--- config.mk ---
export PLATFORM = sky130hd
export DESIGN_NAME = fetch_unit
export DESIGN_NICKNAME = d
export VERILOG_FILES = /design/src/rtl/fetch_unit.sv
export SDC_FILE = /design/constraint.sdc
export NUM_CORES = 1
export LEC_CHECK = 0
export ABC_AREA = 1
export CAP_MARGIN = 20
export CORE_MARGIN = 1.5
export CORE_UTILIZATION = 53
export CTS_BUF_LIST = sky130_fd_sc_hd__clkbuf_4 sky130_fd_sc_hd__clkbuf_8
export DETAILED_ROUTE_END_ITERATION = 7
export PLACE_DENSITY_LB_ADDON = 0.2
export SLEW_MARGIN = 5
export SYNTH_ARGS = -nofsm -noshare
export SYNTH_HDL_FRONTEND = slang
export SYNTH_SLANG_ARGS = --single-unit
--- constraint.sdc ---
create_clock -name clk -period 2.1 [get_ports clk]
set_input_delay 0.42 -clock clk [delete_from_list [all_inputs] [get_ports clk]]
set_output_delay 0.42 -clock clk [all_outputs]
set_load 0.02 [all_outputs]
--- src/rtl/fetch_unit.sv ---
// Instruction-fetch front end: owns the PC, issues one outstanding imem request
// at a time and presents a registered IF/ID instruction with decoded fields.
//
// state  | meaning
// -------+------------------------------------------------------------
// S_REQ  | imem_req high at PC; waiting for imem_ready
// S_WAIT | request accepted; waiting for imem_rvalid
// S_FULL | response parked in skid buffer until IF/ID frees up
// S_DROP | response of a flushed request still owed; discard it on arrival
module fetch_unit #(
   parameter logic [31:0] RESET_PC  = 32'h0000_0000,
   parameter logic [31:0] NOP_INSTR = 32'h0000_0000
) (
   input  logic        clk,
   input  logic        reset,
   output logic        imem_req,
   output logic [31:0] imem_addr,
   input  logic        imem_ready,
   input  logic        imem_rvalid,
   input  logic [31:0] imem_rdata,
   input  logic        Stall,
   input  logic        Redirect,
   input  logic [31:0] RedirectPC,
   output logic        InstrValid,
   output logic [31:0] Instr,
   output logic [5:0]  Opcode,
   output logic [4:0]  Rs,
   output logic [4:0]  Rt,
   output logic [4:0]  Rd,
   output logic [5:0]  Funct,
   output logic [15:0] Imm16,
   output logic [31:0] PCPlus4
);

   localparam logic [1:0] S_REQ  = 2'd0;
   localparam logic [1:0] S_WAIT = 2'd1;
   localparam logic [1:0] S_FULL = 2'd2;
   localparam logic [1:0] S_DROP = 2'd3;

   logic [1:0]  state, stateNext;
   logic [31:0] pc, pcNext;
   logic [31:0] tagPc, tagPcNext;
   logic [31:0] instrQ, instrNext;
   logic        instrValidQ, validNext;
   logic [31:0] pcPlus4Q, pcPlus4Next;
   logic [31:0] skidInstr, skidInstrNext;
   logic [31:0] skidPcPlus4, skidPcPlus4Next;

   logic        ifIdFree;
   logic        newWord;
   logic [31:0] newInstr;
   logic [31:0] newPcPlus4;
   logic [31:0] redirectAligned;
   logic [1:0]  unusedRedirectBits;

   assign redirectAligned    = {RedirectPC[31:2], 2'b00};
   assign unusedRedirectBits = RedirectPC[1:0];
   assign ifIdFree           = !instrValidQ || !Stall;

   always_comb begin
      stateNext       = state;
      pcNext          = pc;
      tagPcNext       = tagPc;
      instrNext       = instrQ;
      validNext       = instrValidQ;
      pcPlus4Next     = pcPlus4Q;
      skidInstrNext   = skidInstr;
      skidPcPlus4Next = skidPcPlus4;
      newWord         = 1'b0;
      newInstr        = NOP_INSTR;
      newPcPlus4      = pcPlus4Q;

      if (Redirect) begin
         pcNext        = redirectAligned;
         validNext     = 1'b0;
         instrNext     = NOP_INSTR;
         skidInstrNext = NOP_INSTR;
         // A request already accepted (or accepted this cycle) still owes a response.
         case (state)
            S_REQ:   stateNext = imem_ready  ? S_DROP : S_REQ;
            S_WAIT:  stateNext = imem_rvalid ? S_REQ  : S_DROP;
            S_DROP:  stateNext = imem_rvalid ? S_REQ  : S_DROP;
            default: stateNext = S_REQ;
         endcase
      end else begin
         case (state)
            S_REQ: begin
               if (imem_ready) begin
                  tagPcNext = pc;
                  pcNext    = pc + 32'd4;
                  stateNext = S_WAIT;
               end
            end
            S_WAIT: begin
               if (imem_rvalid) begin
                  if (ifIdFree) begin
                     newWord    = 1'b1;
                     newInstr   = imem_rdata;
                     newPcPlus4 = tagPc + 32'd4;
                     stateNext  = S_REQ;
                  end else begin
                     skidInstrNext   = imem_rdata;
                     skidPcPlus4Next = tagPc + 32'd4;
                     stateNext       = S_FULL;
                  end
               end
            end
            S_FULL: begin
               if (!Stall) begin
                  newWord    = 1'b1;
                  newInstr   = skidInstr;
                  newPcPlus4 = skidPcPlus4;
                  stateNext  = S_REQ;
               end
            end
            S_DROP: begin
               if (imem_rvalid) begin
                  stateNext = S_REQ;
               end
            end
            default: stateNext = S_REQ;
         endcase

         if (newWord) begin
            instrNext   = newInstr;
            pcPlus4Next = newPcPlus4;
            validNext   = 1'b1;
         end else if (!Stall) begin
            instrNext = NOP_INSTR;
            validNext = 1'b0;
         end
      end
   end

   always_ff @(posedge clk) begin
      if (reset) begin
         state       <= S_REQ;
         pc          <= RESET_PC;
         tagPc       <= RESET_PC;
         instrQ      <= NOP_INSTR;
         instrValidQ <= 1'b0;
         pcPlus4Q    <= RESET_PC + 32'd4;
         skidInstr   <= NOP_INSTR;
         skidPcPlus4 <= RESET_PC + 32'd4;
      end else begin
         state       <= stateNext;
         pc          <= pcNext;
         tagPc       <= tagPcNext;
         instrQ      <= instrNext;
         instrValidQ <= validNext;
         pcPlus4Q    <= pcPlus4Next;
         skidInstr   <= skidInstrNext;
         skidPcPlus4 <= skidPcPlus4Next;
      end
   end

   assign imem_req   = (state == S_REQ) && !reset;
   assign imem_addr  = pc;
   assign InstrValid = instrValidQ;
   assign Instr      = instrQ;
   assign Opcode     = instrQ[31:26];
   assign Rs         = instrQ[25:21];
   assign Rt         = instrQ[20:16];
   assign Rd         = instrQ[15:11];
   assign Funct      = instrQ[5:0];
   assign Imm16      = instrQ[15:0];
   assign PCPlus4    = pcPlus4Q;

endmodule

==> out/results.tsv <==
stage	metric	value	unit
setup_path	end_kind	output pin	
placement	portBuffers	204	
cells_and_area	fin_cells	1765	
cells_and_area	final_common_cell	nand2_1	
sta	finalCriticalPeriod	2.07	ns
placement	hpwl	18400	µm
synthesis	synthArstFlopShare	0	%
die	start_util	54.5	%
setup_path	path_cells	clkdlybuf4s50_1	
setup_path	cp.required	1.68	ns
routing	ant_nets	0	
routing	drt-vias-per-instance	5.32	
routing	drt_wl_total	26100	µm
cells_and_area	nets	1607	
placement	dp_cells	1734	
clock_tree	cts.path.max_buffers	2	
synthesis	synth.distinct_cells	43	
cells_and_area	utilization	68.7	%
setup_path	slowest_stage	clkdlybuf4s50_1	
die	io_pins	211	
clock_tree	clk_pin_slew_worst_paths	0.10	ns
power	power_density	634	mW/mm²
sta	maxSlewViolCount	0	
status	run_status	finished clean	
setup_path	worstPathArrival	1.65	ns
sta	fmax	0.483	GHz
setup_path	startpoint_type	register	
sta	post-route-period-util	98.7	%
cells_and_area	area.growth.synth_to_final	26.1	%
placement	pre_cts_ws	0.0349	ns
sta	final.setup.tns	0	ns
setup_path	slowest_delay	0.67	ns
die	fp.dieH	137	µm
routing	wire_per_inst	14.8	µm
synthesis	syn_area_per_cell	6.83	µm²
power	p_total	7.56	mW
die	coreArea	0.0174	mm²
flow_run	max_cap_viol_count	0	
clock_tree	root_buffer	clkbuf_8	
clock_tree	htreeDepth	4	
setup_path	worst-path-buf-inv	1	
global_routing	grt_first_pass_wirelength	41600	µm
setup_path	cp_top_family	buffers and inverters	
synthesis	netlist_area	0.00945	mm²
synthesis	synthFlopType	dfxtp_1	
global_routing	grt_max_degree	62	
synthesis	synthCells	1384	
synthesis	yosys_warnings	0	
sta	finalHoldViolations	0	
clock_tree	clk_latency	0.47	ns
sta	setup_viol	0	
global_routing	grt_overflow	0	
clock_tree	post_cts_buffers	0	
cells_and_area	diodes	0	
worst_hold_path	hold_path_class	register to register	
clock_tree	cts_buffers	17	
power	ir_worst_vdd	0.400	mV
clock_tree	cts_tree	built	
power	leakagePower	4.68	nW
cells_and_area	final_cell_mix	nand2_1 (280), clkdlybuf4s50_1 (201), dfxtp_1 (184)	
cells_and_area	layout-drive-gt1-share	6.75	%
setup_path	crit_fanout	7	
routing	drtPass1Iterations	5	
routing	vias	9385	
sta	finalClockSkew	0.0122	ns
global_routing	first_global_vias	8336	
setup_path	worst-setup-path-type	register to output pin	
global_routing	grt_antenna_before_repair	0	
clock_tree	cts.sinks	187	
global_routing	grt_use_total	28.0	%
synthesis	synth_edf_count	0	
placement	gp_congestion	0.933	
sta	layout_setup_ws	0.0277	ns
die	dieArea	0.0186	mm²
die	die_x	137	µm
die	rows	48	
routing	drtIter0Drc	666	
synthesis	ys_seq_area_share	39.6	%
routing	drc_errors	0	
synthesis	ys_ff_latch	187	
[path summary, 6_finish.rpt]
check             depth (start not counted)  slack, ns               to           from
hold reg to reg                           2       0.46    skidInstr[11]  skidInstr[11]
setup / recovery                          1       0.03     imem_addr[4]   imem_addr[4]
setup reg to reg                          8       0.24  skidPcPlus4[24]       tagPc[3]
hold / removal                            2       0.46    skidInstr[11]  skidInstr[11]
[per-layer routing]
metal / global-route usage [%] / wire length (µm) / share of wire (%)
met1: 40.4 / 12300 / 47
met2: 43.0 / 11700 / 45
met3: 4.33 / 1630 / 6.3
met4: 8.10 / 371 / 1.4
met5: 0 / 0 / 0
[cell type report]
| class | instances | area, µm² |
|---|---|---|
| clock buffers | 17 | 234 |
| flip-flops and latches | 187 | 3750 |
| clock inverters | 14 | 128 |
| multi-input cells | 926 | 4470 |
| fillers | 1530 | 5440 |
| inverters | 156 | 587 |
| well taps | 225 | 282 |
| repair buffers | 240 | 2470 |
[flip-flops by register name (all words and copies together), names as in the netlist]
signal / count
Instr: 32
skidInstr: 32
PCPlus4: 30
imem_addr: 30
skidPcPlus4: 30
tagPc: 30
state: 2
InstrValid: 1
[cell families after synthesis]
logic type               Yosys count  share of synthesized area, %
adder cells (fa/ha/maj)            9                          1.19
buffers and inverters            274                          13.4
XOR/XNOR                          20                          1.85
other                              1                        0.0397
AND/OR/NAND/NOR                  535                          23.6
AO/OA/AOI/OAI                    358                          20.4
flip-flops                       187                          39.6
[synth_stat cells, types with 2 or more instances]
library cell / number / area [µm²]
ha_1: 9 / 113
dfxtp_1: 187 / 3740
a211oi_1: 12 / 90.1
buf_1: 6 / 22.5
clkbuf_1: 43 / 161
a22oi_1: 6 / 45.0
nand3_1: 77 / 385
o22ai_1: 5 / 31.3
nand3_2: 2 / 20.0
buf_2: 16 / 80.1
buf_4: 49 / 368
nand4_1: 6 / 37.5
o21ai_0: 143 / 716
nor3_1: 7 / 35.0
inv_1: 151 / 567
nand2_1: 280 / 1050
o211ai_2: 2 / 25.0
xor2_1: 18 / 158
nand3b_1: 3 / 22.5
o211ai_1: 10 / 75.1
o21bai_1: 3 / 22.5
a31oi_1: 9 / 56.3
nor2_4: 4 / 45.0
or2_2: 2 / 12.5
o21ai_1: 7 / 35.0
nand2_2: 4 / 25.0
a21o_1: 3 / 22.5
inv_2: 3 / 11.3
nor2_2: 8 / 50.1
nor2_1: 139 / 522
xnor2_1: 2 / 17.5
a21oi_1: 154 / 771
buf_6: 4 / 45.0
[power by group]
group | switching (mW) | internal [mW]
sequential | 0.159 | 3.68
clock | 1.43 | 0.866
combinational | 0.860 | 0.568
total | 2.45 | 5.12
[metrics by stage]
| step | area [µm²] | hold slack, ns |
|---|---|---|
| after CTS | 11900 | 0.458 |
| final | 11900 | 0.458 |
| after global routing | 11900 | 0.466 |
| after global placement | 11500 | 0.437 |
| after floorplan | 9470 | 0.430 |
| after detailed placement | 11500 | 0.446 |
[worst reg2reg max path: stages, from the launching register on]
cell and delay (ns):
dfxtp_1 0.38, ha_1 0.22, nand3_1 0.13, nor2_1 0.27, nand3_1 0.20, o21ai_0 0.19
nand2_1 0.15, o21ai_0 0.18, inv_1 0.05
[repair_timing]
item / in CTS / in global routing
endpoints found under the setup margin: 1 / 4
hold buffers: 0 / 0
gates resized for setup: 5 / 4
No activity file was read; power rests on OpenSTA's default activity.
